--- config.mk ---
export PLATFORM = sky130hd
export DESIGN_NAME = store_buffer
export DESIGN_NICKNAME = d
export VERILOG_FILES = /design/src/rtl/store_buffer_pkg.sv /design/src/rtl/store_buffer_match.sv /design/src/rtl/store_buffer.sv
export SDC_FILE = /design/constraint.sdc
export NUM_CORES = 1
export LEC_CHECK = 0
export CAP_MARGIN = 30
export CORE_ASPECT_RATIO = 1.1
export CORE_UTILIZATION = 40
export CTS_CLUSTER_DIAMETER = 60
export DETAILED_ROUTE_END_ITERATION = 16
export MAX_ROUTING_LAYER = met4
export PLACE_DENSITY = 0.74
export SLEW_MARGIN = 30
export SYNTH_ARGS = -nofsm -noshare
export SYNTH_HDL_FRONTEND = slang
export SYNTH_SLANG_ARGS = --single-unit
--- constraint.sdc ---
create_clock -name clk -period 3.45 [get_ports clk]
set_input_delay 0.69 -clock clk [delete_from_list [all_inputs] [get_ports clk]]
set_output_delay 0.69 -clock clk [all_outputs]
set_load 0.1 [all_outputs]
--- src/rtl/store_buffer_pkg.sv ---
// Shared pipeline definitions for the store buffer: the entry record,
// the drain state enum and the RISC-V funct3 size codes.
// The entry field widths are the pipeline's data-memory widths; the
// store_buffer parameters DM_ADDRESS and DATA_W are expected to match them.
package store_buffer_pkg;

    localparam int SB_ADDR_W = 9;
    localparam int SB_DATA_W = 32;

    localparam logic [2:0] F3_SB = 3'b000;
    localparam logic [2:0] F3_SH = 3'b001;
    localparam logic [2:0] F3_SW = 3'b010;
    localparam logic [2:0] F3_LW = 3'b010;

    typedef enum logic {
        SB_IDLE  = 1'b0,
        SB_DRAIN = 1'b1
    } sb_state_t;

    typedef struct packed {
        logic [SB_ADDR_W-1:0] addr;
        logic [SB_DATA_W-1:0] data;
        logic [2:0]           funct3;
        logic                 valid;
    } sb_entry_t;

endpackage

--- src/rtl/store_buffer_match.sv ---
// sb_match: combinational youngest-first search of the buffer slots for a
// word-address match. Slots are scanned from oldest (tail) to youngest
// (tail-1) so the last hit found wins and reports the youngest entry.
module sb_match #(
    parameter int DEPTH  = 4,
    parameter int WORD_W = 7
) (
    input  logic [DEPTH-1:0]        valid,
    input  logic [DEPTH*WORD_W-1:0] words,
    input  logic [$clog2(DEPTH)-1:0] tail,
    input  logic [WORD_W-1:0]       ld_word,
    output logic                    hit,
    output logic [$clog2(DEPTH)-1:0] idx
);

    localparam int PTR_W = $clog2(DEPTH);

    logic [DEPTH-1:0] match;

    for (genvar gi = 0; gi < DEPTH; gi++) begin : g_cmp
        assign match[gi] = valid[gi] && (words[gi*WORD_W +: WORD_W] == ld_word);
    end

    // Age-ordered priority pick: the youngest matching slot overrides older ones.
    always_comb begin
        logic [PTR_W-1:0] slot;
        hit  = 1'b0;
        idx  = '0;
        slot = '0;
        for (int k = DEPTH; k >= 1; k--) begin
            slot = tail - PTR_W'(k);
            if (match[slot]) begin
                hit = 1'b1;
                idx = slot;
            end
        end
    end

endmodule

--- src/rtl/store_buffer.sv ---
// store_buffer: circular FIFO of committed stores that drains to data
// memory through a req/ack handshake and screens loads against pending
// stores. Optional macro SB_FWD_EN enables forwarding of a full-word store
// to a full-word load; without it every conflicting load stalls.
module store_buffer
    import store_buffer_pkg::*;
#(
    parameter int DEPTH      = 4,
    parameter int DM_ADDRESS = 9,
    parameter int DATA_W     = 32
) (
    input  logic                       clk,
    input  logic                       reset,
    input  logic                       st_valid,
    input  logic [DM_ADDRESS-1:0]      st_addr,
    input  logic [DATA_W-1:0]          st_data,
    input  logic [2:0]                 st_funct3,
    output logic                       st_ready,
    input  logic                       ld_valid,
    input  logic [DM_ADDRESS-1:0]      ld_addr,
    input  logic [2:0]                 ld_funct3,
    output logic                       ld_hit,
    output logic [DATA_W-1:0]          ld_data,
    output logic                       ld_stall,
    output logic                       mem_req,
    output logic [DM_ADDRESS-1:0]      mem_addr,
    output logic [DATA_W-1:0]          mem_wdata,
    output logic [2:0]                 mem_funct3,
    input  logic                       mem_ack,
    output logic                       empty,
    output logic [$clog2(DEPTH):0]     count
);

    localparam int PTR_W  = $clog2(DEPTH);
    localparam int CNT_W  = PTR_W + 1;
    localparam int WORD_W = DM_ADDRESS - 2;

    sb_entry_t        entry_reg [DEPTH];
    logic [PTR_W-1:0] head_reg;
    logic [PTR_W-1:0] tail_reg;
    logic [CNT_W-1:0] count_reg;
    logic [CNT_W-1:0] count_next;
    sb_state_t        state_reg;
    logic             mem_req_reg;

    logic push;
    logic pop;

    // A full buffer refuses a store even when the head drains this cycle.
    assign st_ready   = (count_reg < CNT_W'(DEPTH));
    assign push       = st_valid && st_ready;
    assign pop        = mem_ack && (state_reg == SB_DRAIN);
    assign count_next = count_reg + CNT_W'(push) - CNT_W'(pop);

    assign empty = (count_reg == '0);
    assign count = count_reg;

    // Each slot is written by a push at the tail and invalidated by a pop at the head.
    for (genvar gi = 0; gi < DEPTH; gi++) begin : g_slot
        always_ff @(posedge clk) begin
            if (reset) begin
                entry_reg[gi] <= '0;
            end else if (push && (tail_reg == PTR_W'(gi))) begin
                entry_reg[gi] <= '{addr:   SB_ADDR_W'(st_addr),
                                   data:   SB_DATA_W'(st_data),
                                   funct3: st_funct3,
                                   valid:  1'b1};
            end else if (pop && (head_reg == PTR_W'(gi))) begin
                entry_reg[gi].valid <= 1'b0;
            end
        end
    end

    // Pointers wrap naturally because DEPTH is a power of two.
    always_ff @(posedge clk) begin
        if (reset) begin
            head_reg  <= '0;
            tail_reg  <= '0;
            count_reg <= '0;
        end else begin
            if (push) tail_reg <= tail_reg + 1'b1;
            if (pop)  head_reg <= head_reg + 1'b1;
            count_reg <= count_next;
        end
    end

    // Drain FSM looks at next occupancy so a fresh push requests memory one cycle later.
    always_ff @(posedge clk) begin
        if (reset) begin
            state_reg   <= SB_IDLE;
            mem_req_reg <= 1'b0;
        end else begin
            case (state_reg)
                SB_IDLE: begin
                    if (count_next != '0) begin
                        state_reg   <= SB_DRAIN;
                        mem_req_reg <= 1'b1;
                    end
                end
                SB_DRAIN: begin
                    if (count_next == '0) begin
                        state_reg   <= SB_IDLE;
                        mem_req_reg <= 1'b0;
                    end
                end
                default: begin
                    state_reg   <= SB_IDLE;
                    mem_req_reg <= 1'b0;
                end
            endcase
        end
    end

    // The head slot cannot change until it is acknowledged, keeping mem_* stable.
    assign mem_req    = mem_req_reg;
    assign mem_addr   = DM_ADDRESS'(entry_reg[head_reg].addr);
    assign mem_wdata  = DATA_W'(entry_reg[head_reg].data);
    assign mem_funct3 = entry_reg[head_reg].funct3;

    logic [DEPTH-1:0]        slot_valid;
    logic [DEPTH*WORD_W-1:0] slot_words;
    logic                    match_hit;
    logic [PTR_W-1:0]        match_idx;

    for (genvar gi = 0; gi < DEPTH; gi++) begin : g_words
        assign slot_valid[gi]                   = entry_reg[gi].valid;
        assign slot_words[gi*WORD_W +: WORD_W]  = WORD_W'(DM_ADDRESS'(entry_reg[gi].addr) >> 2);
    end

    sb_match #(
        .DEPTH  (DEPTH),
        .WORD_W (WORD_W)
    ) u_match (
        .valid   (slot_valid),
        .words   (slot_words),
        .tail    (tail_reg),
        .ld_word (WORD_W'(ld_addr >> 2)),
        .hit     (match_hit),
        .idx     (match_idx)
    );

`ifdef SB_FWD_EN
    // Only a youngest full-word store can satisfy a full-word load; anything else waits.
    always_comb begin
        ld_hit   = 1'b0;
        ld_stall = 1'b0;
        ld_data  = '0;
        if (ld_valid && match_hit) begin
            if ((entry_reg[match_idx].funct3 == F3_SW) && (ld_funct3 == F3_LW)) begin
                ld_hit  = 1'b1;
                ld_data = DATA_W'(entry_reg[match_idx].data);
            end else begin
                ld_stall = 1'b1;
            end
        end
    end
`else
    // Without forwarding any conflicting load simply waits for the drain.
    assign ld_hit   = 1'b0;
    assign ld_data  = '0;
    assign ld_stall = ld_valid && match_hit;

    logic unused_fwd_inputs;
    assign unused_fwd_inputs = ^{ld_funct3, match_idx};
`endif

endmodule

==> metrics.md, run 1 <==
| Metric | Value |
|---|---|
| Status | `finished, final reports clean` |
| Critical Path Source Type | `input pin` |
| Fraction of registers with async set/reset | `0%` |
| Buffer depth of the longest clock path | `2` |
| Mean routed wirelength per cell | `18.7 um` |
| Worst R2R Path Depth | `13` |
| DRT iter0 DRCs | `410` |
| Netlist cell types | `31` |
| CTS Root Cell | `clkbuf_16` |
| Setup bufs post-CTS | `0` |
| CP Capture Type | `primary output` |
| Placed Cells incl. Taps | `964` |
| CP Capture Point | `ld_stall` |
| DR vias | `5,075` |
| Row cnt | `57` |
| CORE AREA | `22,300 um^2` |
| RSZ-0062 raised after global routing | `no` |
| Critical path origin | `ld_addr[2]` |
| DRC viols | `0` |
| Yosys warnings | `0` |
| Sequential area share after synthesis | `61.6%` |
| # hold bufs at CTS | `0` |
| I/O Buffers | `106` |
| Reg2Reg Launch Point | `count[2]` |
| Worst Hold Class | `reg2reg` |
| Routability cong. | `0.734` |
| Num CTS Buffers | `17` |
| GRT Total Usage | `17.1%` |
| Largest net degree at the start of global routing | `181` |
| IO Pins | `145` |
| Worst-Margin Slew | `963 ps` |
| Clk sinks | `191` |
| Critical path class | `in2out` |
| Post-CTS sizing | `0` |
| Syn-to-layout area delta | `17.5%` |
| Die Ht | `160 um` |
| Crit Path Max Fanout | `4` |
| Final setup skew | `6.29 ps` |
| Mapped Area | `9130 um^2` |
| Share of layout cells above drive strength 1 | `22.1%` |
| Reported max-cap violation count | `0` |
| WP data required | `2760 ps` |
| Flop-to-flop setup slack | `960 ps` |
| P per Cell Area | `742 nW/um^2` |
| Via-to-Cell Ratio | `5.10` |
| Vias in the first global route | `5,137` |
| Fin. max-slew vios | `0` |
| Ant diodes | `0` |
| Finished layout cell area | `10,700 um^2` |
| Critical Path AT | `2230 ps` |
| DP Area | `10,200 um^2` |
| Total Die Area | `23,400 um^2` |
| Setup slack after layout | `535 ps` |
| Total grt overflow | `0` |
| Min cycle time layout | `2920 ps` |
| Count of state elements after synthesis | `191` |
| WL final | `18,600 um` |
| Mapped Cells | `605` |
| EDFF count, synth | `180` |
| CTS tree | `done` |
| First-pass GRT wire length | `28,900 um` |
| Clk Latency, worst-skew pair | `440 ps` |
| Clock-pin transition on the worst setup and hold timing paths | `70 ps` |
| Period Utilization, post-route | `84.5%` |
| Die extent in x | `146 um` |
| Worst r2r dst | `mem_req` |
| Maximum clock frequency | `343 MHz` |
| Antenna violation net count after detailed routing | `0` |
| Hold path cells | `2` |
| Worst slack, placed | `153 ps` |
| Initial Util | `41.0%` |
| Peak supply drop | `0.458 mV` |
| Antenna violations before repair | `0` |
| Final setup fails | `0` |
| Final Hold Fails | `0` |
| Drt pass-1 iters | `7` |
| Slew Limit Headroom | `35.6%` |
| Synthesized area per cell | `15.1 um^2` |
| Final cell count without fillers | `996` |
| Nets | `762` |
| Top FF cell, synth | `edfxtp_1` |
| Post-DP HPWL | `10,800 um` |
| Htree depth | `4` |
| Post-route setup TNS | `0 ps` |
| Max reg flops | `180` |
| Pleak | `0.00453 uW` |
## Yosys cell counts, types with 2 or more instances
cell type,n,area [um^2]
a21o_1,8,60.1
a21oi_1,2,10.0
and2_1,5,31.3
and3_1,176,1100
buf_1,5,18.8
buf_2,2,10.0
buf_4,37,278
buf_8,10,150
clkbuf_1,29,109
clkbuf_2,8,40.0
dfxtp_1,11,220
edfxtp_1,180,5410
ha_1,12,150
inv_1,8,30.0
mux4_2,44,991
nand4_1,8,50.1
nor2_1,16,60.1
xnor2_1,31,272
## final cells by class
class                   instances  area [um^2]
fillers                      1924        11500
flip-flops and latches        191         5630
multi-input cells             344         2970
repair buffers                125         1160
clock buffers                  18          429
well taps                     295          369
clock inverters                14          133
inverters                       9         36.3
## routing by layer
| layer | track usage, % | vias up | share of wire [%] |
|---|---|---|---|
| met2 | 29.8 | 148 | 53 |
| met3 | 3.32 | 13 | 5.6 |
| met5 | - | - | 0 |
| met1 | 19.8 | 2518 | 40 |
| met4 | 5.97 | 0 | 1.3 |
| li1 | - | 2396 | - |
## kinds of logic after synthesis
group                    count (synthesis)  share of synthesized area, %
XOR/XNOR                                32                          3.07
flip-flops                             191                          61.6
multiplexers                            45                          11.0
AO/OA/AOI/OAI                           11                         0.891
adder cells (fa/ha/maj)                 13                          1.86
AND/OR/NAND/NOR                        210                          14.1
buffers and inverters                  102                          7.38
other                                    1                        0.0411
## placed cells by master (no fill, tap or decap), types with 2 or more instances in the layout
master           netlist  layout
clkbuf_16              0      17
clkinvlp_4             0       4
and3_1               176     176
ha_1                  12       8
a21o_1                 8       4
dfxtp_1               11       9
buf_12                 1       6
inv_6                  0       5
a21oi_1                2       2
mux4_2                44      44
buf_4                 37      61
a21o_2                 0       4
nand4_1                8       8
nor2_1                16      16
inv_1                  8       8
edfxtp_1             180     180
conb_1                 1      33
xnor2_1               31      31
ha_2                   0       4
and2_1                 5       5
clkdlybuf4s50_1        0      58
## worst min path at each step
stage                     startpoint       to  slack, ps
after floorplan            state_reg  mem_req        520
after global placement       mem_req  mem_req        470
after detailed placement     mem_req  mem_req        480
after CTS                    mem_req  mem_req        490
after global routing         mem_req  mem_req        540
final                        mem_req  mem_req        490
## power breakdown
group          total (uW)  leakage, uW  internal (uW)  switching, uW
Sequential           2980      0.00198           2830            149
Clock                1890     0.000264           1010            881
Combinational        3080      0.00229            798           2280
Total                7950      0.00453           4640           3310
## critical path: stages
cell and delay (ps):
clkdlybuf4s50_1 540, xnor2_1 190, nand4_1 120, nor2_1 50, o41a_1 440, buf_12 180
## per-stage QoR
| step | hold slack, ps | utilization [%] | total power (uW) |
|---|---|---|---|
| floorplan | 523 | - | 5520 |
| global placement | 474 | 45.7 | 6140 |
| detailed placement | 476 | 45.7 | 6150 |
| CTS | 494 | 48.2 | 8030 |
| global route | 540 | 48.2 | 8260 |
| finish | 486 | 48.2 | 7950 |
Note: power is estimated with default switching activity, not from simulation.
==> inputs of run 2 (changes only) <==
- PLACE_DENSITY: 0.74 -> 0.77
- clock period: 3.45 -> 2.4 ns (I/O delays scaled with it)
==> metrics.md, run 2 (same netlist as run 1, synthesis figures left out) <==
| Metric | Value |
|---|---|
| Status | `finished, final reports clean` |
| IO Pins | `145` |
| Peak supply drop | `0.621 mV` |
| GRT Total Usage | `18.1%` |
| Vias in the first global route | `5,340` |
| Htree depth | `4` |
| CTS tree | `done` |
| Nets | `772` |
| Clock-pin transition on the worst setup and hold timing paths | `70 ps` |
| Maximum clock frequency | `430 MHz` |
| Antenna violations before repair | `1` |
| Critical Path AT | `1850 ps` |
| Critical Path Source Type | `flop` |
| Worst Hold Class | `reg2reg` |
| Final setup skew | `10.1 ps` |
| Antenna violation net count after detailed routing | `0` |
| Drt pass-1 iters | `5` |
| Buffer depth of the longest clock path | `2` |
| Tot Pwr | `12,600 uW` |
| First-pass GRT wire length | `30,800 um` |
| Period Utilization, post-route | `96.9%` |
| Final setup fails | `0` |
| Worst-Margin Slew | `647 ps` |
| Fin. max-slew vios | `0` |
| DRC viols | `0` |
| Max reg flops | `180` |
| P per Cell Area | `1090 nW/um^2` |
| Clk Latency, worst-skew pair | `430 ps` |
| Met1 WL | `8220 um` |
| CP Capture Type | `primary output` |
| Slew Limit Headroom | `56.9%` |
| WP data required | `1920 ps` |
| Total Die Area | `23,400 um^2` |
| WL met3 | `721 um` |
| Syn-to-layout area delta | `26.2%` |
| Routability cong. | `0.777` |
| Setup slack after layout | `74.1 ps` |
| Worst slack, placed | `-478 ps` |
| Fill cell count | `1,836` |
| Initial Util | `41.0%` |
| Share of layout cells above drive strength 1 | `25.0%` |
| Via-to-Cell Ratio | `5.14` |
| Pleak | `0.00484 uW` |
| Commonest non-fill, non-tap cells in the layout | `edfxtp_1 (180), and3_1 (176), buf_12 (54)` |
| Clk sinks | `191` |
| I/O Buffers | `106` |
| Largest net degree at the start of global routing | `181` |
| CORE AREA | `22,300 um^2` |
| Final Core Density | `51.7%` |
| Post-DP HPWL | `12,000 um` |
| Row cnt | `57` |
| Mean routed wirelength per cell | `19.9 um` |
| WL met2 | `10,700 um` |
| DRT iter0 DRCs | `288` |
| Most common cell after layout, fill and taps aside | `edfxtp_1` |
| Die extent in x | `146 um` |
| Die Ht | `160 um` |
| RSZ-0062 raised after global routing | `yes` |
| DR vias | `5,173` |
| Critical path class | `reg2out` |
| Min cycle time layout | `2330 ps` |
| Final Hold Fails | `0` |
| CTS Root Cell | `clkbuf_16` |
| Uppermost layer routed | `met4` |
| Post-route setup TNS | `0 ps` |
| Reported max-cap violation count | `0` |
| Total grt overflow | `0` |
| WL final | `20,000 um` |
| Crit Path Max Fanout | `19` |
| Num CTS Buffers | `17` |
-- run 2: power by group --
group	switching [uW]	internal [uW]	total, uW
logic	3540	1910	5450
clock network	1310	1580	2890
registers	184	4080	4260
total	5040	7560	12600
-- run 2: repair_timing --
action | in CTS | in global routing
buffers inserted | 0 | 3
setup endpoints to repair | 2 | 10
gates resized for setup | 7 | 6
pin swaps | 3 | 7
gates cloned | 0 | 1
hold buffers | 0 | 0
-- run 2: final timing paths --
kind | slack (ps) | from | depth (start not counted) | to
worst min register to register | 530 | mem_req | 2 | mem_req
worst min-delay path | 530 | mem_req | 2 | mem_req
worst max register to register | 90 | count[2] | 13 | mem_req
worst max-delay path | 70 | flop | 3 | mem_addr[2]
-- run 2: routing by layer --
metal | vias to the layer above | track usage (%)
met4 | 0 | 6.91
met1 | 2612 | 21.1
met2 | 120 | 31.4
li1 | 2418 | -
met3 | 23 | 3.27
met5 | - | -
-- run 2: stage by stage --
| step | cells | hold WS (ps) | area [um^2] |
|---|---|---|---|
| 2_1_floorplan | 637 | 535 | 9300 |
| 3_3_place_gp | 970 | 517 | 10900 |
| 3_5_place_dp | 970 | 526 | 10900 |
| 4_1_cts | 1002 | 546 | 11400 |
| 5_1_grt | 1007 | 572 | 11500 |
| 6_report | 1007 | 529 | 11500 |
-- run 2: worst max-delay path, cell delays in order, from the launching register on --
cell and delay, ps:
dfxtp_4 420, buf_12 220, mux4_2 580, buf_12 190
-- run 2: layout make-up --
class,count,area (um^2),share of cell area (%)
Clock inverter,14,168,1.46
Inverter,9,41.3,0.359
Antenna cell,1,2.50,0.0217
Timing Repair Buffer,135,1860,16.2
Tap cell,295,369,3.21
Clock buffer,18,429,3.73
Sequential cell,191,5640,48.9
Multi-Input combinational cell,344,3010,26.1
==> inputs of run 3 (changes only) <==
- ABC_AREA: not set -> 1
==> metrics.md, run 3 <==
| Metric | Value |
|---|---|
| Post-DP HPWL | `13,400 um` |
| Most frequent CP cell | `buf_4` |
| Mapped Area | `9180 um^2` |
| CTS Root Cell | `clkbuf_16` |
| Crit path cell chain | `nand2_2 -> inv_2 -> buf_4 -> buf_4 -> buf_4 -> buf_4 -> buf_4 -> buf_4 -> buf_4 -> buf_4 -> buf_4 -> buf_4 -> buf_4 -> buf_4 -> nand2_1 -> nand3_1` |
| Reported max-cap violation count | `0` |
| DR vias | `6,706` |
| Synth top area cells | `edfxtp_1 (59%), nor2_1 (11%), o21ai_0 (4.9%)` |
| Most frequent cells after synthesis | `nor2_1 (267), edfxtp_1 (180), inv_1 (92), o21ai_0 (89), nand2_1 (80)` |
| Peak supply drop | `0.820 mV` |
| Critical Path AT | `2500 ps` |
| Worst Hold Class | `reg2reg` |
| Critical Path Source Type | `flop` |
| Count of state elements after synthesis | `191` |
| Clk Latency, worst-skew pair | `430 ps` |
| Clk sinks | `191` |
| P per Cell Area | `1160 nW/um^2` |
| Main combinational cell family by area after synthesis | `simple AND/OR/NAND/NOR gates` |
| Worst path max stage delay | `350 ps` |
| Pleak | `0.00517 uW` |
| DRT iter0 DRCs | `536` |
| Top-area cell type share of the netlist area | `58.9%` |
| Post-synthesis compound-gate area fraction | `8.54%` |
| Row cnt | `57` |
| Post-Synth XOR/XNOR Area | `0.763%` |
| EDFF count, synth | `180` |
| Htree depth | `4` |
| Total Die Area | `23,600 um^2` |
| WL final | `22,000 um` |
| I/O Buffers | `106` |
| Status | `finished, final reports clean` |
| IO Pins | `145` |
| Clock-pin transition on the worst setup and hold timing paths | `70 ps` |
| Commonest non-fill, non-tap cells in the layout | `nor2_1 (265), edfxtp_1 (180), inv_1 (89), o21ai_0 (89), nand2_1 (75)` |
| RSZ-0062 raised after global routing | `yes` |
| Largest net degree at the start of global routing | `86` |
| DP Area | `11,400 um^2` |
| Share of layout cells above drive strength 1 | `20.7%` |
| Final Hold Fails | `0` |
| Final setup skew | `6.55 ps` |
| Final setup fails | `0` |
| Vias in the first global route | `6,719` |
| Num CTS Buffers | `17` |
| Fill cell count | `1,860` |
| Maximum clock frequency | `430 MHz` |
| Top FF cell, synth | `edfxtp_1` |
| Most common cell after layout, fill and taps aside | `nor2_1` |
| Ant diodes | `0` |
| Initial Util | `41.1%` |
| Syn-to-layout area delta | `31.4%` |
| Synth Area in Adders | `1.85%` |
| Critical path class | `reg2reg` |
| Buffer depth of the longest clock path | `2` |
| Routability cong. | `0.832` |
| First-pass GRT wire length | `35,200 um` |
| Mapped Cells | `918` |
| GRT Total Usage | `20.2%` |
| Period Utilization, post-route | `97.0%` |
| Crit-path slowest cell | `dfxtp_2` |
| Max reg flops | `180` |
| Mean routed wirelength per cell | `16.3 um` |
| Top-count cell post-synth | `nor2_1` |
| Yosys warnings | `0` |
| WP data required | `2570 ps` |
| Antenna violations before repair | `0` |
| Hold Slack | `505 ps` |
| Post-Synth Simple-Gate Area | `17.3%` |
| Final Core Density | `54.0%` |
| Crit Path Max Fanout | `4` |
| CP Capture Type | `flop` |
| Fraction of registers with async set/reset | `0%` |
| Nets | `1,114` |
| Placed Cells incl. Taps | `1,303` |
| Die Ht | `161 um` |
| Synthesized area per cell | `10.0 um^2` |
| Total grt overflow | `0` |
| Min cycle time layout | `2330 ps` |
| Fin. max-slew vios | `0` |
| Post-synth top area cell | `edfxtp_1` |
| DRC viols | `0` |
| Mux contribution to synthesized area | `0%` |
| Die extent in x | `146 um` |
| Sequential area share after synthesis | `61.3%` |
| # hold bufs at CTS | `0` |
| CTS tree | `done` |
| Via-to-Cell Ratio | `4.97` |
| Drt pass-1 iters | `5` |
| Netlist cell types | `28` |
| Finished layout cell area | `12,100 um^2` |
| Antenna violation net count after detailed routing | `0` |
| Final cell count without fillers | `1,348` |
| CORE AREA | `22,300 um^2` |
-- run 3: cell types whose count changed after synthesis, moves of 41 or more --
cell and change:
mux4_2 -44, nor2_1 +251, nand2_1 +80, o22ai_1 +41, inv_1 +84, o21ai_0 +89
and3_1 -176
-- run 3: power by group --
part	internal (uW)	switching (uW)	leakage, uW
clock	1450	1290	0.000279
combinational	2290	4680	0.00291
sequential	4070	176	0.00198
-- run 3: logic make-up after synthesis --
logic type | after synthesis
compound gates | 146
xor+xnor | 8
fa+ha+maj | 13
buf+inv | 177
flops | 191
other cells | 1
simple gates | 382
-- run 3: critical path: cells and delay by family (launching register included) --
kind | cells | cell delay [ps]
buffers and inverters | 13 | 1490
flip-flops | 1 | 350
AND/OR/NAND/NOR | 3 | 220
-- run 3: repair_timing --
action                     in CTS  in global routing
gates resized for setup         9                 12
setup endpoints to repair       6                  8
pin swaps                       3                  4
buffers inserted               12                  1
-- run 3: path summary, 6_finish.rpt --
check | start | end | slack, ps | cells after the start
worst max register to register | state_reg | entry_reg[2][0] | 70 | 16
worst min-delay path | mem_req | mem_req | 510 | 2
worst max-delay path | state_reg | entry_reg[2][0] | 70 | 16
worst min register to register | mem_req | mem_req | 510 | 2
-- run 3: per-layer routing --
metal / share of wire [%] / GRT usage [%]
met4: 2.7 / 8.71
met5: 0 / -
met2: 53 / 35.6
met1: 39 / 22.7
met3: 5.1 / 2.84
-- run 3: layout make-up --
| class | count | area [um^2] | area share, % |
|---|---|---|---|
| clock buffer | 18 | 429 | 3.56 |
| clock inverter | 14 | 131 | 1.09 |
| inverter | 99 | 397 | 3.29 |
| multi-input combinational | 582 | 3060 | 25.4 |
| sequential | 191 | 5630 | 46.7 |
| tap | 295 | 369 | 3.06 |
| timing repair buffer | 149 | 2040 | 16.9 |
-- run 3: through the flow --
| step | TNS [ps] | total power (uW) | worst slack [ps] |
|---|---|---|---|
| finish | 0 | 14000 | 72.8 |
| global route | -23.1 | 14500 | -14.9 |
| CTS | 0 | 13900 | 1.02 |
| detailed placement | -1040 | 11100 | -489 |
| global placement | -941 | 11000 | -454 |
| floorplan | -160 | 8760 | -160 |
